## src/rtl/instr_seq_ctrl.sv

```systemverilog
`default_nettype none
// ============================================================================
// Module   : instr_seq_ctrl
// Purpose  : Multi-cycle instruction sequencer. Drives the fetch, IR load,
//            decode, execute and writeback cycle. Requests instructions from
//            instruction memory, pulses the IR write enable, decodes the
//            opcode held in the IR, and issues ALU and register-file control.
//            Owns the program counter.
// Ports    : clk          - system clock, rising edge
//            rst          - asynchronous active-high reset
//            start        - begin execution from pc = 0 (sampled in IDLE)
//            instr[15:0]  - current IR contents, opcode = instr[15:12]
//            imem_ready   - instruction memory data valid
//            imem_req     - fetch request, address = pc
//            pc[PC_W-1:0] - program counter
//            ir_write_en  - one-cycle IR load pulse
//            rf_write_en  - one-cycle register-file write pulse
//            alu_op[3:0]  - ALU operation, valid EXEC through WB
//            busy         - high outside IDLE and HALT
//            halted       - high in HALT
//            fetch_err    - sticky fetch timeout flag
//            illegal      - sticky undefined-opcode flag
// Revision : 1.0 - initial release
// ============================================================================
module instr_seq_ctrl #(
    parameter int PC_W    = 8,
    parameter int TIMEOUT = 15
) (
    input  logic            clk,
    input  logic            rst,
    input  logic            start,
    input  logic [15:0]     instr,
    input  logic            imem_ready,
    output logic            imem_req,
    output logic [PC_W-1:0] pc,
    output logic            ir_write_en,
    output logic            rf_write_en,
    output logic [3:0]      alu_op,
    output logic            busy,
    output logic            halted,
    output logic            fetch_err,
    output logic            illegal
);

    localparam logic [2:0] c_ST_IDLE   = 3'd0;
    localparam logic [2:0] c_ST_FETCH  = 3'd1;
    localparam logic [2:0] c_ST_LOAD   = 3'd2;
    localparam logic [2:0] c_ST_DECODE = 3'd3;
    localparam logic [2:0] c_ST_EXEC   = 3'd4;
    localparam logic [2:0] c_ST_WB     = 3'd5;
    localparam logic [2:0] c_ST_HALT   = 3'd6;

    // The counter holds the number of FETCH cycles already spent without
    // data, so the TIMEOUT-th empty cycle is the one where it equals
    // TIMEOUT-1. A ready in that same cycle still wins.
    localparam logic [7:0]      c_TO_LAST = 8'(TIMEOUT - 1);
    localparam logic [7:0]      c_CNT_ONE = 8'd1;
    localparam logic [PC_W-1:0] c_PC_ONE  = PC_W'(1);
    localparam logic [PC_W-1:0] c_PC_ZERO = '0;

    logic [2:0]      r_state;
    logic [PC_W-1:0] r_pc;
    logic [7:0]      r_cnt;
    logic [3:0]      r_alu_op;
    logic            r_is_jmp;
    logic            r_illegal;
    logic            r_fetch_err;
    logic            r_imem_req;
    logic            r_ir_write_en;
    logic            r_rf_write_en;
    logic            r_busy;
    logic            r_halted;

    logic [2:0]      w_state_nxt;
    logic [PC_W-1:0] w_pc_nxt;
    logic [7:0]      w_cnt_nxt;
    logic [3:0]      w_alu_op_nxt;
    logic            w_is_jmp_nxt;
    logic            w_illegal_nxt;
    logic            w_fetch_err_nxt;
    logic [3:0]      w_opcode;

    assign w_opcode = instr[15:12];

    // Upper instruction bits above the jump target are not used here.
    logic w_unused;
    assign w_unused = ^instr;

    always_comb begin
        w_state_nxt     = r_state;
        w_pc_nxt        = r_pc;
        w_cnt_nxt       = r_cnt;
        w_alu_op_nxt    = r_alu_op;
        w_is_jmp_nxt    = r_is_jmp;
        w_illegal_nxt   = r_illegal;
        w_fetch_err_nxt = r_fetch_err;

        case (r_state)
            c_ST_IDLE: begin
                if (start) begin
                    w_state_nxt   = c_ST_FETCH;
                    w_pc_nxt      = c_PC_ZERO;
                    w_cnt_nxt     = 8'd0;
                    w_illegal_nxt = 1'b0;
                end
            end
            c_ST_FETCH: begin
                if (imem_ready) begin
                    w_state_nxt = c_ST_LOAD;
                    w_cnt_nxt   = 8'd0;
                end else if (r_cnt == c_TO_LAST) begin
                    w_state_nxt     = c_ST_HALT;
                    w_fetch_err_nxt = 1'b1;
                    w_cnt_nxt       = 8'd0;
                end else begin
                    w_cnt_nxt = r_cnt + c_CNT_ONE;
                end
            end
            c_ST_LOAD: begin
                // pc advances only here, while imem_req is low.
                w_pc_nxt    = r_pc + c_PC_ONE;
                w_state_nxt = c_ST_DECODE;
            end
            c_ST_DECODE: begin
                w_is_jmp_nxt = 1'b0;
                case (w_opcode)
                    4'h0: w_state_nxt = c_ST_FETCH;
                    4'h1, 4'h2, 4'h3, 4'h4, 4'h5, 4'h6, 4'h7: begin
                        w_state_nxt  = c_ST_EXEC;
                        w_alu_op_nxt = w_opcode;
                    end
                    4'h8: begin
                        w_state_nxt  = c_ST_EXEC;
                        w_is_jmp_nxt = 1'b1;
                    end
                    4'hF: w_state_nxt = c_ST_HALT;
                    default: begin
                        // Undefined opcodes flag and then behave as NOP.
                        w_illegal_nxt = 1'b1;
                        w_state_nxt   = c_ST_FETCH;
                    end
                endcase
            end
            c_ST_EXEC: begin
                if (r_is_jmp) begin
                    w_pc_nxt    = instr[PC_W-1:0];
                    w_state_nxt = c_ST_FETCH;
                end else begin
                    w_state_nxt = c_ST_WB;
                end
            end
            c_ST_WB:   w_state_nxt = c_ST_FETCH;
            c_ST_HALT: w_state_nxt = c_ST_HALT;
            default:   w_state_nxt = c_ST_IDLE;
        endcase
    end

    // State and all outputs are registered. Outputs are decoded from the
    // next state so they line up with the state they describe and cannot
    // glitch.
    always_ff @(posedge clk or posedge rst) begin
        if (rst) begin
            r_state       <= c_ST_IDLE;
            r_pc          <= c_PC_ZERO;
            r_cnt         <= 8'd0;
            r_alu_op      <= 4'd0;
            r_is_jmp      <= 1'b0;
            r_illegal     <= 1'b0;
            r_fetch_err   <= 1'b0;
            r_imem_req    <= 1'b0;
            r_ir_write_en <= 1'b0;
            r_rf_write_en <= 1'b0;
            r_busy        <= 1'b0;
            r_halted      <= 1'b0;
        end else begin
            r_state       <= w_state_nxt;
            r_pc          <= w_pc_nxt;
            r_cnt         <= w_cnt_nxt;
            r_alu_op      <= w_alu_op_nxt;
            r_is_jmp      <= w_is_jmp_nxt;
            r_illegal     <= w_illegal_nxt;
            r_fetch_err   <= w_fetch_err_nxt;
            r_imem_req    <= (w_state_nxt == c_ST_FETCH);
            r_ir_write_en <= (w_state_nxt == c_ST_LOAD);
            r_rf_write_en <= (w_state_nxt == c_ST_WB);
            r_busy        <= (w_state_nxt != c_ST_IDLE) && (w_state_nxt != c_ST_HALT);
            r_halted      <= (w_state_nxt == c_ST_HALT);
        end
    end

    assign imem_req    = r_imem_req;
    assign pc          = r_pc;
    assign ir_write_en = r_ir_write_en;
    assign rf_write_en = r_rf_write_en;
    assign alu_op      = r_alu_op;
    assign busy        = r_busy;
    assign halted      = r_halted;
    assign fetch_err   = r_fetch_err;
    assign illegal     = r_illegal;

endmodule
`default_nettype wire

```

## config.mk

```make
export PLATFORM = sky130hd
export DESIGN_NAME = instr_seq_ctrl
export DESIGN_NICKNAME = d
export VERILOG_FILES = /design/src/rtl/instr_seq_ctrl.sv
export SDC_FILE = /design/constraint.sdc
export NUM_CORES = 1
export LEC_CHECK = 0
export ABC_AREA = 1
export CAP_MARGIN = 20
export CORE_ASPECT_RATIO = 0.75
export CORE_MARGIN = 2
export CORE_UTILIZATION = 40
export DETAILED_ROUTE_END_ITERATION = 8
export PLACE_DENSITY = 0.72
export RECOVER_POWER = 25
export SKIP_LAST_GASP = 1
export SLEW_MARGIN = 20
export SYNTH_ARGS = -nofsm -noshare
export SYNTH_HDL_FRONTEND = slang
export SYNTH_SLANG_ARGS = --single-unit
```

## constraint.sdc

```tcl
create_clock -name clk -period 3.01 [get_ports clk]
set_clock_uncertainty 0.15 [all_clocks]
set_input_delay 0.4515 -clock clk [delete_from_list [all_inputs] [get_ports clk]]
set_output_delay 0.4515 -clock clk [all_outputs]
set_load 0.02 [all_outputs]
```

[Word-level counts from Yosys, hierarchy flattened]
Index checks and enable logic that the tools add are counted.
Cells by class
  $add $sub $neg: 2
  equality and inequality tests: 24
  bitwise operators: 1
  muxes and demuxes: 16
  reduce and logical (&&, ||, !) cells: 15
Operators by type and width (count)
  $mux 8: 4
  $pmux 8 s3: 1
  $pmux 3 s7: 1
  $add 8x1->8 const B: 2
  $eq 4x3->1 const B: 4
  $pmux 8 s2: 1
  $eq 3x3->1 const B: 5
  $mux 3: 4
  $reduce_or 10->1: 1
  $eq 3x2->1 const B: 3
  $reduce_and 3->1: 3
  $eq 4x2->1 const B: 2
  $eq 4x4->1 const B: 2
  $eq 8x4->1 const B: 1
  $reduce_or 8->1: 1
  $reduce_or 7->1: 1
  $eq 3x1->1 const B: 2
  $ne 2x2->1 const B: 3
  $pmux 3 s2: 1
  $reduce_bool 3->1: 2
  $eq 4x1->1 const B: 1
  $logic_not 4->1: 1
  $reduce_and 2->1: 2
  $reduce_bool 2->1: 2
  6 further kinds: 8
Storage, ports and cells
  input port bits: 20
  bits in registers: 31
  word-level logic and storage cells: 70
  output and inout bits: 19

[Longest topological paths before layout]
  word-level depth: 6
  gate-level depth with buffers: 11

[Worst setup path after synthesis]
OpenSTA, ideal clock, no wires.
  kind: reg-to-reg
  start point: reg r_cnt[0]
  end point: reg r_busy, in the netlist busy
  arrival: 1.247 ns
  setup time: 0.116 ns
  data required time: 2.744 ns
  period minus slack after synthesis: 1.514 ns
  slack: 1.496 ns
  cell stages (with the launch flop): 12
  cells stage by stage: dfrtp_1 inv_1 ha_1 nand3_1 inv_1 nand3_1 nand2_1 nand2_1 nor2_4 nand2_1 nand2_1 nand2_1
Between the ends
  cells in the longest elaborated chain, start to end: 6
  elaborated cells on any way between the ends: 7
  classes of those cells: eq/ne (2); mux (3); reduce/logical (2)
RTL lines
  from (decl): line 63  | logic [7:0] r_cnt;
  from (signal assigned): line 178  | r_cnt <= w_cnt_nxt;
  $eq 8x4->1 *: line 111  | end else if (r_cnt == c_TO_LAST) begin
  $mux 3 *: line 111
  $mux 3 *: line 108  | if (imem_ready) begin
  $pmux 3 s7 *: line 98  | case (r_state)
  $ne 3x3->1 or $reduce_bool 3->1 (tied branches): line 186  | r_busy <= (w_state_nxt != c_ST_IDLE) && (w_state_nxt != c_ST_HALT);
  $logic_and 1x1->1 *: line 186
  to (signal assigned): line 186
  to (decl): line 71  | logic r_busy;
Mark *: on every way between the ends. The rest lies on a longest branch, timed or not.
A chain may end at the register's enable or synchronous reset.

[Worst setup path in the final report]
  start point: reg r_pc[4], in the netlist pc[4]
  end point: out pc[4]
RTL lines
  from (decl): line 62  | logic [PC_W-1:0] r_pc;
  from (signal assigned): line 164  | r_pc <= c_PC_ZERO;
  from (signal assigned): line 177  | r_pc <= w_pc_nxt;
  to (decl): line 35  | output logic [PC_W-1:0] pc,
No word-level cell between the ends.

==> results_dict.tcl <==
set metrics [dict create \
    status "completed" \
    fin_cells 333 \
    std_cell_rows 20 \
    rrSetupSlack_ns 1.31 \
    start_kind "flip-flop" \
    worstPathMaxFanout 6 \
    synth-simple-area-share_pct 33.97 \
    crit_buf_inv 1 \
    drive_gt1_share_pct 9.712 \
    whs_path_depth 2 \
    grt_max_degree 21 \
    hold_viol 0 \
    setup_ws_ns 1.041 \
    power.density_mw_per_mm2 804.4 \
    clkLatencyLatePin_ns 0.28 \
    initial_core_util_pct 42.74 \
    clkTransAtPathRegs_ns 0.06 \
    cp.arrival_ns 1.37 \
    rr_worst_depth 9 \
    dp_hpwl_mm 2.997 \
    drv_slew 0 \
    htree_levels 2 \
    hold_path_class "flip-flop to flip-flop" \
    post_cts_buffers 0 \
    finalNetCount 300 \
    setup_viol 0 \
    synth_top_family_by_area "simple AND/OR/NAND/NOR gates" \
    maxCapViolations 0 \
    antenna_cells 0 \
    antenna_found_initial 0 \
    gp_congestion 0.9035 \
    finalSetupTns_ns 0 \
    cp-end-kind "primary output" \
    fmax_mhz 507.8 \
    min_period_ns 1.969 \
    cts_made_buffers 5 \
    clkSinkCount 31 \
    p_leak_nw 1.116 \
    ctsHoldBuffers 0 \
    firstDrtPassIters 4 \
    cp_slowest_stage_delay_ns 0.64 \
    core-area_sq_mm 0.004154 \
    r2r_end "busy" \
    cts-resized-gates 0 \
    ioPinCount 39 \
    tightest_slew_ns 0.7865 \
    drt_iter0_drc 124 \
    post-place-ws_ns 0.9587 \
    syn_avg_cell_area_sq_um 7.555 \
    grt_remaining_overflow 0 \
    die_w_um 80.93 \
    drt_wl_total_mm 3.826 \
    max-slew-margin-rel_pct 47.51 \
    yosysUniqueCellTypes 26 \
    cts_tree "done" \
    cp_slowest_cell "clkdlybuf4s50_1" \
    grt_pass1_vias 1375 \
    finalCritPeriodShare_pct 65.43 \
    worstPathRequired_ns 2.41 \
    netlist_area_sq_mm 0.001775 \
    hp-start "fetch_err" \
    area_growth_syn_to_layout_pct 27.70 \
    route.detailed.drc 0 \
    die_area_sq_mm 0.004993 \
    path_delay_family "buffers and inverters" \
    rr_startpoint "r_state[0]" \
    ys_ff_latch 31 \
    syn-num-nets 258 \
    rsz0062_at_grt "false" \
    vias 1606 \
    cts_buffer_depth 2 \
    gr-usage-all-layers_pct 16.70 \
    port_buffers 34 \
    synth_compound_area_share_pct 8.809 \
    synth_seq_area_share_pct 43.69 \
    clock_tree.root_cell "clkbuf_8" \
    ys_warn_count 0 \
    min_to "fetch_err" \
    die_h_um 61.70 \
    avgViaCountPerCell 4.823 \
    worstPathCellList "clkdlybuf4s50_1" \
    synth_xor_area_share_pct 1.480 \
    critical_path_class "flip-flop to primary output" \
    synthAdderAreaFrac_pct 2.114 \
    placed_cells 325 \
    final_antenna_net_count 0 \
    wl_per_cell_um 11.49 \
    ir_drop_mv 0.4241 \
    muxShareOfSynthArea_pct 1.268 \
    grt_first_pass_wirelength_mm 6.203 \
    netlist_instances 235 \
]
synth_stat cells:
library cell / count / share of area (%)
inv_2: 5 / 1.1
a21oi_1: 7 / 2.0
a22o_1: 1 / 0.49
nand2_1: 63 / 13
o21ai_0: 8 / 2.3
mux2_2: 2 / 1.3
dfrtp_1: 31 / 44
nor2_4: 4 / 2.5
nand3_2: 4 / 2.3
nand4_1: 4 / 1.4
xnor2_1: 1 / 0.49
ha_1: 3 / 2.1
buf_6: 1 / 0.63
o21a_1: 3 / 1.3
xor2_1: 2 / 0.99
a21boi_0: 2 / 0.85
inv_1: 33 / 7.0
o21bai_1: 1 / 0.42
nor2_1: 23 / 4.9
nor3_2: 1 / 0.56
nand2_2: 3 / 1.1
nor3_1: 5 / 1.4
a21boi_1: 1 / 0.42
nand3_1: 22 / 6.2
o21ai_1: 4 / 1.1
nor2_2: 1 / 0.35
worst max path at each step:
stage               startpoint    end  slack, ns  cells past startpoint
finish                   pc[4]  pc[4]       1.04                      1
CTS                      pc[2]  pc[2]       1.03                      1
global route             pc[4]  pc[4]       0.97                      1
floorplan             r_cnt[0]   busy       1.50                     11
global placement     instr[12]   busy       0.98                      9
detailed placement   instr[12]   busy       0.96                      9
cell usage in the layout, fill, tap and decap left out, types with 2 or more instances in the layout:
cell type         n
nor3_1            5
nand3_2           4
nand3_1          22
inv_2             5
inv_1            33
clkbuf_8          5
nand2_1          64
nor2_4            4
clkbuf_1          2
clkdlybuf4s50_1  32
a21boi_0          2
o21ai_1           4
nand4_1           4
dlygate4sd3_1     2
buf_4             2
a21oi_1           7
xor2_1            2
mux2_2            2
dfrtp_1          31
ha_1              3
nor2_1           23
o21ai_0           8
nand2_2           2
o21a_1            3
logic make-up (layout without fill, tap and decap cells):
family / after synthesis / in the layout
xor gates and xnor gates: 3 / 3
buffers and inverters: 39 / 82
muxes: 2 / 2
adders and majority gates: 3 / 3
and+or+nand+nor: 130 / 130
DFF: 31 / 31
AOI/OAI and AO/OA: 27 / 27
flip-flops by register name (all words and copies together), names as in the netlist, 3 cells and up:
register and flops:
r_cnt 8, alu_op 4, r_state 3, pc 8
metrics by stage:
| stage | util, % | area, sq um | hold slack, ns | power, mW |
|---|---|---|---|---|
| after floorplan | - | 1775 | 0.2954 | 1.236 |
| after global placement | 52.68 | 2188 | 0.2954 | 1.511 |
| after detailed placement | 52.68 | 2188 | 0.3088 | 1.530 |
| after CTS | 54.64 | 2270 | 0.3240 | 1.839 |
| after global routing | 54.58 | 2267 | 0.3490 | 1.972 |
| final | 54.58 | 2267 | 0.3134 | 1.824 |
layer usage:
layer | vias to the layer above | part of all wire, % | global-route usage (%)
li1 | 833 | - | -
met3 | 3 | 5.4 | 3.902
met5 | - | 0 | 0
met2 | 47 | 40 | 23.14
met1 | 723 | 54 | 25.51
met4 | 0 | 0.50 | 5.811
layout make-up:
cell class,count,area [sq um]
Clock inverter,1,5.005
Tap cell,55,68.82
Multi-Input combinational cell,165,843.3
Clock buffer,7,76.32
Inverter,38,142.6
Fill cell,420,1887
Sequential cell,31,775.7
Timing Repair Buffer,36,355.3
power breakdown:
part	internal [mW]	leakage, nW	switching [mW]
Sequential	0.538	0.405	0.111
Combinational	0.349	0.668	0.524
Clock	0.162	0.0422	0.140
Total	1.05	1.12	0.775
Power figures use the tool's default switching activity.
